### src/rtl/fs_dither_stream.sv
// Streaming Floyd-Steinberg (or plain threshold) quantiser, one pixel/cycle, output registered 1 cycle after accept.
// Backpressure: in_ready = !out_valid || out_ready; the output register holds while stalled.
module fs_dither_stream #(
    parameter int IMAGEX = 64,
    parameter int IMAGEY = 64,
    parameter int PIX_W  = 8,
    parameter int OUT_W  = 1
) (
    input  logic             clk,
    input  logic             rst_n,
    input  logic             in_valid,
    output logic             in_ready,
    input  logic [PIX_W-1:0] in_pixel,
    input  logic             in_sof,
    input  logic             cfg_mode,
    output logic             out_valid,
    input  logic             out_ready,
    output logic [OUT_W-1:0] out_level,
    output logic             out_eol,
    output logic             out_eof,
    output logic             sync_err
);
    localparam int XW = $clog2(IMAGEX);
    localparam int YW = $clog2(IMAGEY);
    localparam int VW = PIX_W + 3;

    typedef logic signed [VW-1:0] err_t;
    localparam err_t VMAX = err_t'((1 << PIX_W) - 1);

    logic [XW-1:0]    x_cnt, ex;
    logic [YW-1:0]    y_cnt, ey;
    logic             accept, last_col, last_row, at_origin, mode_q, mode_eff;
    err_t             fwd_q, se_prev, acc_prev;
    err_t             row_rd, fwd_use, v, e, p3, p5, p7;
    err_t             t_r, t_sw, t_s, t_se, acc_nxt;
    logic [PIX_W-1:0] v_c, recon;
    logic [OUT_W-1:0] level;

    // Error destined for the current row; entry x is read at pixel x and
    // entry x-1 is finalised (first-touch overwrite) in the same cycle.
    err_t row_err [IMAGEX];

    assign in_ready  = !out_valid || out_ready;
    assign accept    = in_valid && in_ready;
    // A start-of-frame marker forces the pixel to (0,0), discarding carried error.
    assign ex        = in_sof ? '0 : x_cnt;
    assign ey        = in_sof ? '0 : y_cnt;
    assign at_origin = (ex == '0) && (ey == '0);
    assign last_col  = (ex == XW'(IMAGEX - 1));
    assign last_row  = (ey == YW'(IMAGEY - 1));
    assign mode_eff  = at_origin ? cfg_mode : mode_q;

    always_comb begin
        row_rd  = '0;
        fwd_use = '0;
        if (mode_eff && (ey != '0)) row_rd = row_err[ex];
        if (mode_eff && (ex != '0)) fwd_use = fwd_q;
        v = $signed({3'b000, in_pixel}) + fwd_use + row_rd;

        if (v[VW-1])       v_c = '0;
        else if (v > VMAX) v_c = '1;
        else               v_c = v[PIX_W-1:0];

        level = v_c[PIX_W-1 -: OUT_W];
        recon = '0;
        for (int i = 0; i < PIX_W; i++) begin
            recon[PIX_W-1-i] = level[OUT_W-1-(i % OUT_W)];
        end
        e = $signed({3'b000, v_c}) - $signed({3'b000, recon});

        p3 = (e <<< 1) + e;
        p5 = (e <<< 2) + e;
        p7 = (e <<< 3) - e;
        t_r  = p7 >>> 4;
        t_sw = p3 >>> 4;
        t_s  = p5 >>> 4;
        t_se = e >>> 4;
        if (last_col) begin
            t_r  = '0;
            t_se = '0;
        end
        if (ex == '0) t_sw = '0;
        if (last_row) begin
            t_sw = '0;
            t_s  = '0;
            t_se = '0;
        end

        acc_nxt = t_s;
        if (ex != '0) acc_nxt = se_prev + t_s;
    end

    always_ff @(posedge clk or negedge rst_n) begin
        if (!rst_n) begin
            out_valid <= 1'b0;
            out_level <= '0;
            out_eol   <= 1'b0;
            out_eof   <= 1'b0;
            sync_err  <= 1'b0;
            x_cnt     <= '0;
            y_cnt     <= '0;
            mode_q    <= 1'b0;
            fwd_q     <= '0;
            se_prev   <= '0;
            acc_prev  <= '0;
        end else begin
            sync_err <= accept && in_sof && ((x_cnt != '0) || (y_cnt != '0));
            if (accept) begin
                out_valid <= 1'b1;
                out_level <= level;
                out_eol   <= last_col;
                out_eof   <= last_col && last_row;
                x_cnt     <= last_col ? '0 : ex + XW'(1);
                if (last_col) y_cnt <= last_row ? '0 : ey + YW'(1);
                else          y_cnt <= ey;
                if (at_origin) mode_q <= cfg_mode;
                fwd_q    <= t_r;
                se_prev  <= t_se;
                acc_prev <= acc_nxt;
            end else if (out_ready) begin
                out_valid <= 1'b0;
            end
        end
    end

    always_ff @(posedge clk) begin
        if (accept) begin
            if (ex != '0) row_err[ex - XW'(1)] <= acc_prev + t_sw;
            if (last_col) row_err[ex] <= se_prev + t_s;
        end
    end
endmodule
### config.mk
export PLATFORM = sky130hd
export DESIGN_NAME = fs_dither_stream
export DESIGN_NICKNAME = d
export VERILOG_FILES = /design/src/rtl/fs_dither_stream.sv
export SDC_FILE = /design/constraint.sdc
export NUM_CORES = 1
export LEC_CHECK = 0
export BUFFER_PORTS_ARGS = -buffer_cell sky130_fd_sc_hd__buf_2
export CAP_MARGIN = 30
export CORE_MARGIN = 2
export CORE_UTILIZATION = 50
export CTS_CLUSTER_DIAMETER = 30
export DETAILED_ROUTE_END_ITERATION = 10
export HOLD_SLACK_MARGIN = 0.02
export MAX_ROUTING_LAYER = met4
export PLACE_DENSITY = 0.65
export SLEW_MARGIN = 25
export SYNTH_ARGS = -nofsm -noshare
export SYNTH_HDL_FRONTEND = slang
export SYNTH_SLANG_ARGS = --single-unit
### constraint.sdc
create_clock -name clk -period 28.9 [get_ports clk]
set_input_delay 4.335 -clock clk [delete_from_list [all_inputs] [get_ports clk]]
set_output_delay 4.335 -clock clk [all_outputs]
set_load 0.02 [all_outputs]
-- Word-level counts from Yosys, hierarchy flattened
Memory sizes are Yosys's and may differ from the RTL's.
Index checks and enable logic that the tools add are counted.
- register bits: 51
- RAM bits: 704
- output and inout port bits: 6
- logic and storage cells: 68
- memories: 1
- memory list (memory ; words ; width ; read ports ; clocked after memory_dff ; wr ports ; RTL line ; source):
    row_err ; 64 ; 11 ; 1 ; 0 ; 2 ; 41 ; err_t row_err [IMAGEX];
- add/subtract/negate cells: 11
- order comparisons: 1
- equal/unequal tests: 2
- multiplexer cells: 25
- reduce and logical (&&, ||, !) cells: 17
- operators with widths (cell ; count):
    $mux 11 ; 9
    $add 11x11->11 ; 3
    $mux 6 ; 5
    $reduce_bool 6->1 ; 4
    $mux 8 ; 2
    $add 6x1->6 const B ; 2
    $eq 6x6->1 const B ; 2
    $logic_not 6->1 ; 2
    $add 10x9->11 ; 1
    $add 11x9->11 ; 1
    $add 9x11->11 ; 1
    $gt 11x9->1 const B ; 1
    $sub 11x9->11 ; 1
    $mux 1 ; 9
    $sub 8x8->9 ; 1
    $logic_and 1x1->1 ; 7
    $sub 6x1->6 const B ; 1
    $logic_or 1x1->1 ; 2
    $reduce_bool 2->1 ; 1
    $logic_not 1->1 ; 1

-- Longest topological paths before layout
- word-level depth: 16
- mapped depth: 54

-- Worst setup path before layout
Ideal clock, no wire load.
- path type: input -> register
- start point: in in_sof
- end point: mem row_err[49][10] (netlist name), data pin
- arrival: 13.529 ns
- data required time: 28.641 ns
- setup slack: 15.112 ns
- stages on the path: 49
- path buffers: 11
- cells stage by stage: buf_2 > inv_2 > and2_4 > buf_6 > clkbuf_1 > nor2_1 > nor3_1 > o22ai_1 > or4_1 > nor3_1 > fa_1 > ha_1 > fa_1 > a21o_1 > a21oi_1 > nor2b_1 > o21ai_0 > a21oi_1 > [... 13 more ...] > a211oi_1 > o21bai_1 > a21oi_1 > xor2_1 > nor2_1 > ha_1 > clkbuf_1 > inv_1 > o21bai_1 > a21oi_1 > buf_2 > o21ai_1 > clkbuf_1 > a31oi_1 > buf_2 > buf_4 > buf_4 > xnor2_1
- RTL lines (what ; RTL line ; source):
    start: declaration ; 14 ; input logic in_sof,
    end: declaration ; 41 ;

==> impl_metrics.tcl <==
set metrics [dict create \
    ant_nets 0 \
    htreeDepth 4 \
    synth_simple_gate_area_share_pct 7.81 \
    synthArstFlopShare_pct 5.50 \
    synthesis.nets 3098 \
    finalHoldViolCount 0 \
    hpwl_um 67900 \
    via_per_inst 6.30 \
    muxShareOfSynthArea_pct 1.91 \
    antenna_found_initial 1 \
    synth_ff_type "edfxtp_1" \
    synth_xor_area_share_pct 12.5 \
    vias 25200 \
    setup_violations 0 \
    cp_max_fo 44 \
    grt_start_max_net_pins 65 \
    clk_pin_slew_ns 0.05 \
    start_util_pct 50.6 \
    ys_warn_count 0 \
    grt_overflow 0 \
    cts_root_buffer "clkbuf_16" \
    fin_hold_ws_ns 0.476 \
    area_delta_synth_final_pct 16.5 \
    clk_latency_ns 0.74 \
    rsz0062_at_grt "no" \
    synth-seq-cells 745 \
    worst-slew-pin-transition_ns 1.07 \
    syn_area_um2 37100 \
    drc 0 \
    die_w_um 276 \
    cp_slowest_cell "nor4_1" \
    cts_tree "built" \
    grtUsageTotal_pct 30.2 \
    period_needed_ns 18.35 \
    cp_data_required_time_ns 29.48 \
    synth_top_area_cell "edfxtp_1" \
    nets 2986 \
    die_area_um2 76300 \
    hold_buffers 0 \
    clock_sinks 745 \
    multi_input_area_um2 13400 \
    first_pass_iters 8 \
    synth_most_common_cell "edfxtp_1" \
    syn_inst 3018 \
    synth.distinct_cells 88 \
    clockBufferDepth 3 \
    io_pins 20 \
    synth.top_cell.area_share_pct 57.0 \
    drive_above_1_share_pct 16.5 \
    tns_ns 0 \
    status "finished clean" \
    fmax_mhz 54.5 \
    ctsResizeCount 0 \
    routedWlPerCell_um 28.2 \
    wl_um 113000 \
    seq_area_frac_synth_pct 59.8 \
    grt_pass1_vias 24900 \
    synthTopCellsByCount "edfxtp_1 (704), xnor2_1 (327), clkbuf_1 (259), o22ai_1 (227), xor2_1 (190)" \
    first_iter_violations 3302 \
    cap_violations 0 \
    synth_top_family_by_area "XOR/XNOR gates" \
    gp_congestion 0.944 \
    r2r_slack_ns 13.77 \
    crit_path_end_kind "flip-flop" \
    io_buffers 19 \
    finalCritPeriodShare_pct 63.5 \
    fp-row-count 99 \
    cts_buffers 153 \
    startpoint_type "input pin" \
    syn_avg_cell_area_um2 12.3 \
    clock_skew_ns 0.0320 \
    synth.area.top_cells "edfxtp_1 (57%), xnor2_1 (7.7%), xor2_1 (4.5%), o22ai_1 (3.8%), dfrtp_1 (2.8%)" \
    synthAdderAreaFrac_pct 2.53 \
    register_area_um2 22200 \
    hold_class "flip-flop to flip-flop" \
    slew_violations 0 \
    core_area_um2 73200 \
    n_fill_cell 5629 \
    grt_pass1_wl_um 165000 \
    arrival_ns 18.93 \
    crit_path_frequent_cell "buf_4" \
    slew_headroom_pct 28.4 \
    synth_compound_area_share_pct 10.6 \
    critPathKind "input pin to flip-flop" \
    cts_setup_buffers 0 \
    max_stage_delay_ns 0.78 \
    dieHeight_um 276 \
    synth_edf_count 704 \
]
==> cells in the final DEF (no fill, tap or decap), types with 19 or more instances in the layout <==
| cell type | count |
|---|---|
| mux2_2 | 43 |
| ha_1 | 46 |
| bufinv_16 | 20 |
| o221ai_1 | 58 |
| nor2_1 | 161 |
| nor2_2 | 19 |
| nor3_1 | 96 |
| inv_1 | 36 |
| or3_1 | 69 |
| clkinv_2 | 30 |
| xor2_1 | 190 |
| clkbuf_16 | 153 |
| o22a_1 | 35 |
| edfxtp_1 | 704 |
| xnor2_1 | 327 |
| o21ai_0 | 71 |
| clkbuf_1 | 20 |
| nand2_1 | 167 |
| a21oi_1 | 69 |
| o22ai_1 | 227 |
| dfrtp_1 | 38 |
| buf_4 | 91 |
| nand3_1 | 23 |
==> critical path, delay by kind of cell <==
family / cells / cell delay [ns]
AOI/OAI and AO/OA: 20 / 4.67
xor gates and xnor gates: 3 / 1.10
adders and majority gates: 5 / 2.13
buffers and inverters: 12 / 4.08
and+or+nand+nor: 7 / 2.39
==> path summary, 6_finish.rpt <==
| kind | from | to | cells after the start |
|---|---|---|---|
| hold / removal | out_eof$_DFFE_PN0P_ | out_eof$_DFFE_PN0P_ | 2 |
| min in group asynchronous | rst_n | se_prev[3]$_DFFE_PN0P_ | 1 |
| max in group asynchronous | rst_n | x_cnt[1]$_DFFE_PN0P_ | 1 |
| hold reg to reg | out_eof$_DFFE_PN0P_ | out_eof$_DFFE_PN0P_ | 2 |
| setup / recovery | in_sof | row_err[61][10]$_DFFE_PP_ | 47 |
| setup reg to reg | x_cnt[2]$_DFFE_PN0P_ | row_err[61][10]$_DFFE_PP_ | 46 |
==> logic make-up after synthesis <==
family                     count (synthesis)
adders and majority gates                 68
buffers and inverters                    426
xor gates and xnor gates                 522
AOI/OAI and AO/OA                        581
and+or+nand+nor                          616
DFF                                      745
muxes                                     60
==> cell type report <==
| cell class | instances | area share (%) |
|---|---|---|
| Inverter | 42 | 0.376 |
| Clock inverter | 107 | 3.03 |
| Tap cell | 959 | 2.78 |
| Multi-Input combinational cell | 1847 | 31.1 |
| Antenna cell | 1 | 0.00579 |
| Clock buffer | 176 | 9.13 |
| Sequential cell | 745 | 51.3 |
| Timing Repair Buffer | 117 | 2.30 |
==> metal layers <==
metal	up-vias	share of wire, %	GRT usage [%]
li1	10800	-	-
met1	12600	40	40.3
met2	1531	46	45.8
met3	281	9.8	5.56
met4	0	4.1	12.4
met5	-	0	-
==> state kept, by name (all words and copies together), names as in the netlist <==
name,flops
out_eof,1
sync_err,1
x_cnt,6
row_err,704
out_eol,1
se_prev,5
fwd_q,7
out_level,1
y_cnt,6
acc_prev,11
out_valid,1
mode_q,1
==> metrics by stage <==
step           setup WS [ns]  std cells  area [um^2]  util (%)
2_1_floorplan          15.11       3018        37100         -
3_3_place_gp            9.95       3702        37700      51.5
3_5_place_dp            9.78       3706        37800      51.7
4_1_cts                10.53       3989        43100      58.9
5_1_grt                 9.97       3994        43200      59.0
6_report               10.55       3994        43200      59.0
Power is left out: the tool's default activity adds up to more than one toggle a clock period on the data nets, which glitch-free logic cannot reach.
